<file path="src/rtl/hwpe_ctrl_package.sv">
// Shared types and helpers for the HWPE controller sequential radix multiplier.
package hwpe_ctrl_package;

    typedef enum logic [1:0] {
        StIdle,
        StRun,
        StNeg,
        StDone
    } hwpe_ctrl_seq_mult_state_t;

    function automatic int unsigned hwpe_ctrl_seq_mult_iter(input int unsigned aw,
                                                            input int unsigned rb);
        return (aw + rb - 1) / rb;
    endfunction

endpackage

</file>
<file path="src/rtl/hwpe_ctrl_seq_mult_pp.sv">
// Combinational partial-product generator: (chunk * b_ext) << (k * RB), modulo 2^PW.
module hwpe_ctrl_seq_mult_pp #(
    parameter int unsigned RB = 2,
    parameter int unsigned PW = 16,
    parameter int unsigned CW = 2
) (
    input  logic [RB-1:0] chunk_i,
    input  logic [PW-1:0] b_ext_i,
    input  logic [CW-1:0] k_i,
    input  logic          last_i,
    input  logic          signed_i,
    output logic [PW-1:0] pp_o
);

    logic [PW-1:0] chunk_ext;
    logic [PW-1:0] prod;

    // Only the top chunk carries the sign of the multiplier.
    always_comb begin
        chunk_ext = {PW{last_i & signed_i & chunk_i[RB-1]}};
        chunk_ext[RB-1:0] = chunk_i;
    end

    assign prod = chunk_ext * b_ext_i;
    assign pp_o = prod << (32'(k_i) * RB);

endmodule

</file>
<file path="src/rtl/hwpe_ctrl_seq_mult_radix.sv">
// Sequential radix-2^RB multiplier with valid/ready handshakes and optional negation.
// Signed operand support is compiled in with HWPE_CTRL_SEQ_MULT_SIGNED_EN.
module hwpe_ctrl_seq_mult_radix
    import hwpe_ctrl_package::*;
#(
    parameter int unsigned AW = 8,
    parameter int unsigned BW = 8,
    parameter int unsigned RB = 2
) (
    input  logic             clk_i,
    input  logic             rst_i,
    input  logic             clear_i,
    input  logic             start_i,
    output logic             ready_o,
    input  logic [AW-1:0]    a_i,
    input  logic [BW-1:0]    b_i,
    input  logic             signed_i,
    input  logic             negate_i,
    output logic             valid_o,
    input  logic             ready_i,
    output logic [AW+BW-1:0] prod_o
);

    localparam int unsigned N   = hwpe_ctrl_seq_mult_iter(AW, RB);
    localparam int unsigned PW  = AW + BW;
    localparam int unsigned AEW = N * RB;
    localparam int unsigned CW  = (N > 1) ? $clog2(N) : 1;

    hwpe_ctrl_seq_mult_state_t state_q;
    logic [AEW-1:0] a_q;
    logic [PW-1:0]  b_q;
    logic [PW-1:0]  acc_q;
    logic [CW-1:0]  cnt_q;
    logic           neg_q;

    logic           accept;
    logic           last;
    logic           sgn_acc;
    logic           sgn_run;
    logic [AEW-1:0] a_ext;
    logic [PW-1:0]  b_ext;
    logic [PW-1:0]  pp;

    assign accept = start_i && (state_q == StIdle);
    assign last   = (cnt_q == CW'(N - 1));

`ifdef HWPE_CTRL_SEQ_MULT_SIGNED_EN
    logic sgn_q;

    always_ff @(posedge clk_i) begin
        if (rst_i || clear_i) begin
            sgn_q <= 1'b0;
        end else if (accept) begin
            sgn_q <= signed_i;
        end
    end

    assign sgn_acc = signed_i;
    assign sgn_run = sgn_q;
`else
    logic unused_signed;

    assign unused_signed = signed_i;
    assign sgn_acc       = 1'b0;
    assign sgn_run       = 1'b0;
`endif

    always_comb begin
        a_ext = {AEW{sgn_acc & a_i[AW-1]}};
        a_ext[AW-1:0] = a_i;
        b_ext = {PW{sgn_acc & b_i[BW-1]}};
        b_ext[BW-1:0] = b_i;
    end

    // a_q shifts right each RUN cycle, so the current chunk is always at the bottom.
    hwpe_ctrl_seq_mult_pp #(
        .RB(RB),
        .PW(PW),
        .CW(CW)
    ) u_pp (
        .chunk_i (a_q[RB-1:0]),
        .b_ext_i (b_q),
        .k_i     (cnt_q),
        .last_i  (last),
        .signed_i(sgn_run),
        .pp_o    (pp)
    );

    always_ff @(posedge clk_i) begin
        if (rst_i || clear_i) begin
            state_q <= StIdle;
            a_q     <= '0;
            b_q     <= '0;
            acc_q   <= '0;
            cnt_q   <= '0;
            neg_q   <= 1'b0;
        end else begin
            unique case (state_q)
                StIdle: begin
                    if (start_i) begin
                        a_q     <= a_ext;
                        b_q     <= b_ext;
                        neg_q   <= negate_i;
                        acc_q   <= '0;
                        cnt_q   <= '0;
                        state_q <= StRun;
                    end
                end
                StRun: begin
                    acc_q <= acc_q + pp;
                    a_q   <= a_q >> RB;
                    cnt_q <= cnt_q + CW'(1);
                    if (last) begin
                        state_q <= neg_q ? StNeg : StDone;
                    end
                end
                StNeg: begin
                    acc_q   <= ~acc_q + PW'(1);
                    state_q <= StDone;
                end
                StDone: begin
                    if (ready_i) begin
                        state_q <= StIdle;
                    end
                end
                default: state_q <= StIdle;
            endcase
        end
    end

    assign ready_o = (state_q == StIdle);
    assign valid_o = (state_q == StDone);
    assign prod_o  = acc_q;

endmodule

</file>
<file path="config.mk">
export PLATFORM = sky130hd
export DESIGN_NAME = hwpe_ctrl_seq_mult_radix
export DESIGN_NICKNAME = d
export VERILOG_FILES = /design/src/rtl/hwpe_ctrl_package.sv /design/src/rtl/hwpe_ctrl_seq_mult_pp.sv /design/src/rtl/hwpe_ctrl_seq_mult_radix.sv
export SDC_FILE = /design/constraint.sdc
export NUM_CORES = 1
export LEC_CHECK = 0
export CAP_MARGIN = 20
export CORE_MARGIN = 3
export CORE_UTILIZATION = 41
export CTS_CLUSTER_SIZE = 28
export DETAILED_ROUTE_END_ITERATION = 16
export GPL_TIMING_DRIVEN = 0
export PLACE_DENSITY_LB_ADDON = 0.3
export SYNTH_ARGS = -nofsm -noshare
export SYNTH_HDL_FRONTEND = slang
export SYNTH_SLANG_ARGS = --single-unit
</file>
<file path="constraint.sdc">
create_clock -name clk_i -period 6.14 [get_ports clk_i]
set_input_delay 1.228 -clock clk_i [delete_from_list [all_inputs] [get_ports clk_i]]
set_output_delay 1.228 -clock clk_i [all_outputs]
set_load 0.05 [all_outputs]
</file>
==> results.sh, run 1 <==
export IMPL_coreArea_mm2=0.00749
export IMPL_grt_pass1_vias=3188
export IMPL_avgSynthCellArea_um2=7.58
export IMPL_nFillCells=719
export IMPL_ys_warn_count=0
export IMPL_diodes=0
export IMPL_slew_headroom_pct=59.1
export IMPL_power_density_mw_per_mm2=139
export IMPL_viasPerCell=5.60
export IMPL_synth_cell_types=55
export IMPL_syn_area_mm2=0.00326
export IMPL_drc=0
export IMPL_die_y_um=95.2
export IMPL_grt_pass1_wl_mm=14.4
export IMPL_clock_sinks=37
export IMPL_drive_gt1_share_pct=4.40
export IMPL_tightest_slew_ps=606
export IMPL_min_period_ps=4740
export IMPL_pre_cts_ws_ps=1420
export IMPL_worstSetupPathType="flop to flop"
export IMPL_synth_largest_area_cell="dfxtp_1"
export IMPL_clk_latency_ps=290
export IMPL_rows=31
export IMPL_synth_seq_cells=37
export IMPL_vdd_drop_max_mv=0.0743
export IMPL_fin_crit_sh_pct=77.2
export IMPL_grt_usage_pct=19.5
export IMPL_postCtsHoldBufs=0
export IMPL_cp_data_required_time_ps=6310
export IMPL_drv_slew=0
export IMPL_grt_antenna_before_repair=0
export IMPL_htreeDepth=2
export IMPL_endpoint_kind="flop"
export IMPL_start_util_pct=43.6
export IMPL_grt_overflow=0
export IMPL_seq_area_um2=741
export IMPL_synth_nets=485
export IMPL_final_nets=531
export IMPL_synth_edf_count=0
export IMPL_portBuffers=39
export IMPL_dr_pass1_iters=4
export IMPL_crit_path_start_kind="flop"
export IMPL_netlist_top_cells_area="dfxtp_1, ha_1, a21oi_1"
export IMPL_synth_most_common_cell="nand2_1"
export IMPL_final_core_util_pct=51.9
export IMPL_grt_max_degree=13
export IMPL_cap_violations=0
export IMPL_finalHoldViolCount=0
export IMPL_synth_seq_area_share_pct=22.7
export IMPL_dp_hpwl_mm=6.55
export IMPL_cts_resized_gates=0
export IMPL_yosysTopAreaCellShare_pct=22.7
export IMPL_hold_class="flop to flop"
export IMPL_synthCells=430
export IMPL_cts_buffers=5
export IMPL_wl_per_cell_um=14.4
export IMPL_ys_async_sr_fraction_pct=0
export IMPL_cts_tree="built"
export IMPL_design_portCount=41
export IMPL_wl_mm=8.28
export IMPL_post_cts_setup_buffers=0
export IMPL_rsz0062_at_grt="false"
export IMPL_postRouteAntennaNets=0
export IMPL_path_max_fanout=10
export IMPL_yosys_top_cells_count="nand2_1, nor2_1, a21oi_1, dfxtp_1, ha_1"
export IMPL_crit_arrival_ps=4910
export IMPL_drt_iter0_drc=175
export IMPL_finalClockSkew_ps=8.04
export IMPL_tns_ps=0
export IMPL_path_clk_slew_ps=80
export IMPL_die_width_um=95.2
export IMPL_worst_slack_ps=1400
export IMPL_leakagePower_nw=1.62
export IMPL_status="completed"
export IMPL_place_congestion=0.871
export IMPL_fmax_mhz=211
export IMPL_dr_total_vias=3224
export IMPL_syn_to_final_growth_pct=19.2
export IMPL_setup_viol=0
export IMPL_cts_root_buf="clkbuf_8"
export IMPL_die_area_mm2=0.00906
export IMPL_cts_buffer_depth=2
export IMPL_multi_input_area_mm2=0.00238
export IMPL_synth_main_ff_cell="dfxtp_1"
power by group:
part           leakage (nW)  internal (W)  switching, W
clock                0.0554      0.000122     0.0000945
sequential            0.300      0.000245    0.00000397
combinational          1.27     0.0000316     0.0000435
total                  1.62      0.000399      0.000142
cell usage in the layout, fill, tap and decap left out, types with 5 or more instances in the layout:
master	Yosys	final
a21oi_1	40	40
a21o_1	7	7
clkbuf_8	0	5
xor2_1	11	11
nand3_1	6	6
a22oi_1	6	6
a211oi_1	7	7
xnor2_1	9	9
clkbuf_1	20	21
or3_1	7	7
mux2i_1	8	8
and2_1	15	15
inv_1	14	14
o21ai_0	18	18
nor2_1	42	42
clkdlybuf4s50_1	0	39
nand2_1	48	48
nand2b_1	7	7
ha_1	30	30
nand4_1	7	7
nor3_1	17	17
o21a_1	7	7
dfxtp_1	37	37
layer usage:
layer / vias up / wire length, um / global-route usage [%] / part of all wire [%]
met5: - / 0 / 0 / 0
met4: 0 / 95 / 5.17 / 1.1
met3: 11 / 406 / 2.84 / 4.9
met2: 84 / 3920 / 34.0 / 47
met1: 1475 / 3860 / 25.0 / 47
li1: 1654 / - / - / -
worst max-delay path: stages (launching register included):
cell,delay [ps]
dfxtp_1,330
clkbuf_1,310
and2_1,190
ha_1,160
inv_1,50
fa_1,430
nand2b_1,190
a21oi_1,310
o21a_1,190
nor2_1,60
xnor2_1,180
mux4_2,490
ha_1,230
a21o_1,190
a211o_1,270
o21a_1,230
o41ai_1,510
xnor2_1,170
o221ai_1,110
cells by family (layout without fill, tap and decap cells):
logic type | after synthesis | after routing | share of synthesized area (%)
AOI/OAI and AO/OA | 125 | 125 | 25.2
xor gates and xnor gates | 20 | 20 | 5.37
adders and majority gates | 32 | 32 | 12.7
buffers and inverters | 37 | 84 | 4.26
DFF | 37 | 37 | 22.7
muxes | 14 | 14 | 5.22
and+or+nand+nor | 165 | 165 | 24.5
final cells by class:
type                            instances  share of cell area [%]
Multi-Input combinational cell        356                    61.3
Sequential cell                        37                    19.1
Timing Repair Buffer                   39                    10.0
Tap cell                               99                    3.19
Buffer                                 22                    2.12
Clock buffer                            6                    1.87
Inverter                               15                    1.45
Clock inverter                          2                   0.998
stage by stage:
stage	power (W)	hold slack (ps)	instances	instance area [um2]
2_1_floorplan	0.000301	437	430	3260
3_3_place_gp	0.000328	447	568	3770
3_5_place_dp	0.000330	456	568	3770
4_1_cts	0.000545	468	576	3890
5_1_grt	0.000562	494	576	3890
6_report	0.000541	464	576	3890
flip-flops by register name, summed over array words and instances (netlist names):
register and flops:
prod_o 16, a_q 8, b_q 8, cnt_q 2, state_q 2, neg_q 1
path summary, 6_finish.rpt:
| check | depth (start not counted) | start | slack, ps | end |
|---|---|---|---|---|
| min | 2 | neg_q$_SDFFE_PP0P_ | 460 | neg_q$_SDFFE_PP0P_ |
| max reg2reg | 18 | a_q[1]$_SDFFE_PP0P_ | 1400 | prod_o[15]$_SDFFE_PP0P_ |
| min reg2reg | 2 | neg_q$_SDFFE_PP0P_ | 460 | neg_q$_SDFFE_PP0P_ |
| max | 18 | a_q[1]$_SDFFE_PP0P_ | 1400 | prod_o[15]$_SDFFE_PP0P_ |
Note: power is estimated with default switching activity, not from simulation.
==> run 2: changes to the inputs <==
==> constraint.sdc (replaced) <==
create_clock -name clk_i -period 4.28 [get_ports clk_i]
set_input_delay 0.856 -clock clk_i [delete_from_list [all_inputs] [get_ports clk_i]]
set_output_delay 0.856 -clock clk_i [all_outputs]
set_load 0.05 [all_outputs]
==> run 2 against run 1 <==
Compared with the run above:
- die area did not move
- clock power rose by 44%
- count of clock-buffer cells in the layout did not move
- register-to-register slack got worse by 1300 ps
- via count rose by 0.81%
- cell area rose by 2.4%
- sequential share of layout area fell by 0.39 points
- critical endpoint unchanged
- non-clock buffer count rose by 3
==> results.sh, run 2 (synthesized netlist as in run 1, its figures left out) <==
export IMPL_grt_overflow=0
export IMPL_wl_per_cell_um=14.5
export IMPL_regToRegEndpoint="prod_o[15]$_SDFFE_PP0P_"
export IMPL_postRouteAntennaNets=0
export IMPL_cts_buffer_depth=2
export IMPL_min_period_ps=4140
export IMPL_finalHoldViolCount=0
export IMPL_endpoint_kind="flop"
export IMPL_status="completed"
export IMPL_place_congestion=0.871
export IMPL_drt_iter0_drc=186
export IMPL_design_portCount=41
export IMPL_leakagePower_nw=1.68
export IMPL_path_max_fanout=10
export IMPL_slew_headroom_pct=58.3
export IMPL_syn_to_final_growth_pct=22.1
export IMPL_fin_crit_sh_pct=96.6
export IMPL_path_clk_slew_ps=80
export IMPL_grt_usage_pct=19.5
export IMPL_reg2reg_from="a_q[0]$_SDFFE_PP0P_"
export IMPL_htreeDepth=2
export IMPL_die_y_um=95.2
export IMPL_nFillCells=711
export IMPL_wl_mm=8.41
export IMPL_worstRegToRegCells=17
export IMPL_worstHoldPathCells=2
export IMPL_cap_violations=0
export IMPL_final_common_cell="nand2_1"
export IMPL_power_total_w=0.000777
export IMPL_cts_tree="built"
export IMPL_die_width_um=95.2
export IMPL_rows=31
export IMPL_crit_path_start_kind="flop"
export IMPL_r2r_setup_slack_ps=140
export IMPL_clock_sinks=37
export IMPL_clk_latency_ps=290
export IMPL_holdPathEnd="neg_q$_SDFFE_PP0P_"
export IMPL_grt_pass1_wl_mm=14.4
export IMPL_grt_antenna_before_repair=0
export IMPL_final_nets=534
export IMPL_fmax_mhz=242
export IMPL_hold_start="neg_q$_SDFFE_PP0P_"
export IMPL_viasPerCell=5.61
export IMPL_finalClockSkew_ps=7.92
export IMPL_start_util_pct=43.6
export IMPL_postCtsHoldBufs=0
export IMPL_coreArea_mm2=0.00749
export IMPL_drive_gt1_share_pct=7.50
export IMPL_final_cell_mix="nand2_1, nor2_1, a21oi_1, clkdlybuf4s50_1, dfxtp_1"
export IMPL_cts_buffers=5
export IMPL_dr_total_vias=3250
export IMPL_die_area_mm2=0.00906
export IMPL_dr_pass1_iters=4
export IMPL_hold_class="flop to flop"
export IMPL_drc=0
export IMPL_grt_max_degree=13
export IMPL_diodes=0
export IMPL_tightest_slew_ps=618
export IMPL_power_density_mw_per_mm2=195
export IMPL_cts_root_buf="clkbuf_8"
export IMPL_drv_slew=0
export IMPL_largest_register_ff_count=16
export IMPL_dp_hpwl_mm=6.55
export IMPL_crit_arrival_ps=4300
export IMPL_portBuffers=39
export IMPL_grt_pass1_vias=3172
export IMPL_vdd_drop_max_mv=0.106
export IMPL_worstSetupPathType="flop to flop"
export IMPL_setup_viol=0
export IMPL_cp_data_required_time_ps=4450
export IMPL_final_core_util_pct=53.2
export IMPL_whs_ps=463
[run 2: changes by cell type in the layout (fill, tap and decap cells not counted), moves of 2 or more]
cell and delta:
buf_4 +4, clkbuf_1 -2, dfxtp_1 -2, dfxtp_2 +2
o21ai_0 -2, o21ai_1 +2
[run 2: stage by stage]
step | cells | setup WS (ps) | TNS, ps | instance area, um2
after floorplan | 430 | 194 | 0 | 3260
after CTS | 575 | 3.26 | 0 | 3900
after global placement | 568 | -378 | -640 | 3770
after detailed placement | 568 | -439 | -935 | 3770
final | 579 | 144 | 0 | 3980
after global routing | 579 | -45.2 | -45.2 | 3980
[run 2: layout make-up]
| type | instances | area [um2] | share of cell area [%] |
|---|---|---|---|
| multi-input cells | 356 | 2440 | 61.3 |
| flip-flops and latches | 37 | 743 | 18.7 |
| repair buffers | 43 | 420 | 10.6 |
| well taps | 99 | 124 | 3.11 |
| plain buffers | 21 | 86.3 | 2.17 |
| clock buffers | 6 | 72.6 | 1.82 |
| inverters | 15 | 56.3 | 1.41 |
| clock inverters | 2 | 38.8 | 0.975 |
[run 2: worst max path at each step]
| stage | from | to | cells past startpoint | slack [ps] |
|---|---|---|---|---|
| floorplan | a_q[1]$_SDFFE_PP0P_ | prod_o[15]$_SDFFE_PP0P_ | 18 | 190 |
| global placement | a_q[1]$_SDFFE_PP0P_ | prod_o[15]$_SDFFE_PP0P_ | 18 | -380 |
| detailed placement | a_q[1]$_SDFFE_PP0P_ | prod_o[15]$_SDFFE_PP0P_ | 18 | -440 |
| CTS | a_q[0]$_SDFFE_PP0P_ | prod_o[15]$_SDFFE_PP0P_ | 18 | 3 |
| global route | a_q[0]$_SDFFE_PP0P_ | prod_o[15]$_SDFFE_PP0P_ | 17 | -50 |
| finish | a_q[0]$_SDFFE_PP0P_ | prod_o[15]$_SDFFE_PP0P_ | 17 | 140 |
[run 2: timing repair]
action	in CTS	in global routing
pin swaps	2	5
setup buffers	0	4
gates resized for setup	4	15
hold endpoints to repair	0	0
setup endpoints to repair	5	7
[run 2: critical path: stages (launching register included)]
cell and delay (ps):
dfxtp_2 330, buf_6 130, nand2_1 90, inv_1 50
ha_1 260, a21o_1 190, a211o_1 320, a21bo_2 210
mux2_2 280, a221oi_2 230, o22a_1 240, ha_1 270
a21o_1 210, a211o_1 270, o21a_2 250, o41ai_4 400
xnor2_1 160, o221ai_1 110
[run 2: power breakdown]
part / total [W] / switching, W / internal (W)
clock: 0.000311 / 0.000136 / 0.000175
combinational: 0.000107 / 0.0000612 / 0.0000462
sequential: 0.000359 / 0.00000692 / 0.000352
[run 2: layer usage]
layer	vias up	track usage (%)	wire length, um
met1	1501	25.1	3900
met2	75	33.9	4020
met4	0	5.17	92
met5	-	0	0
li1	1663	-	-
met3	11	2.84	401
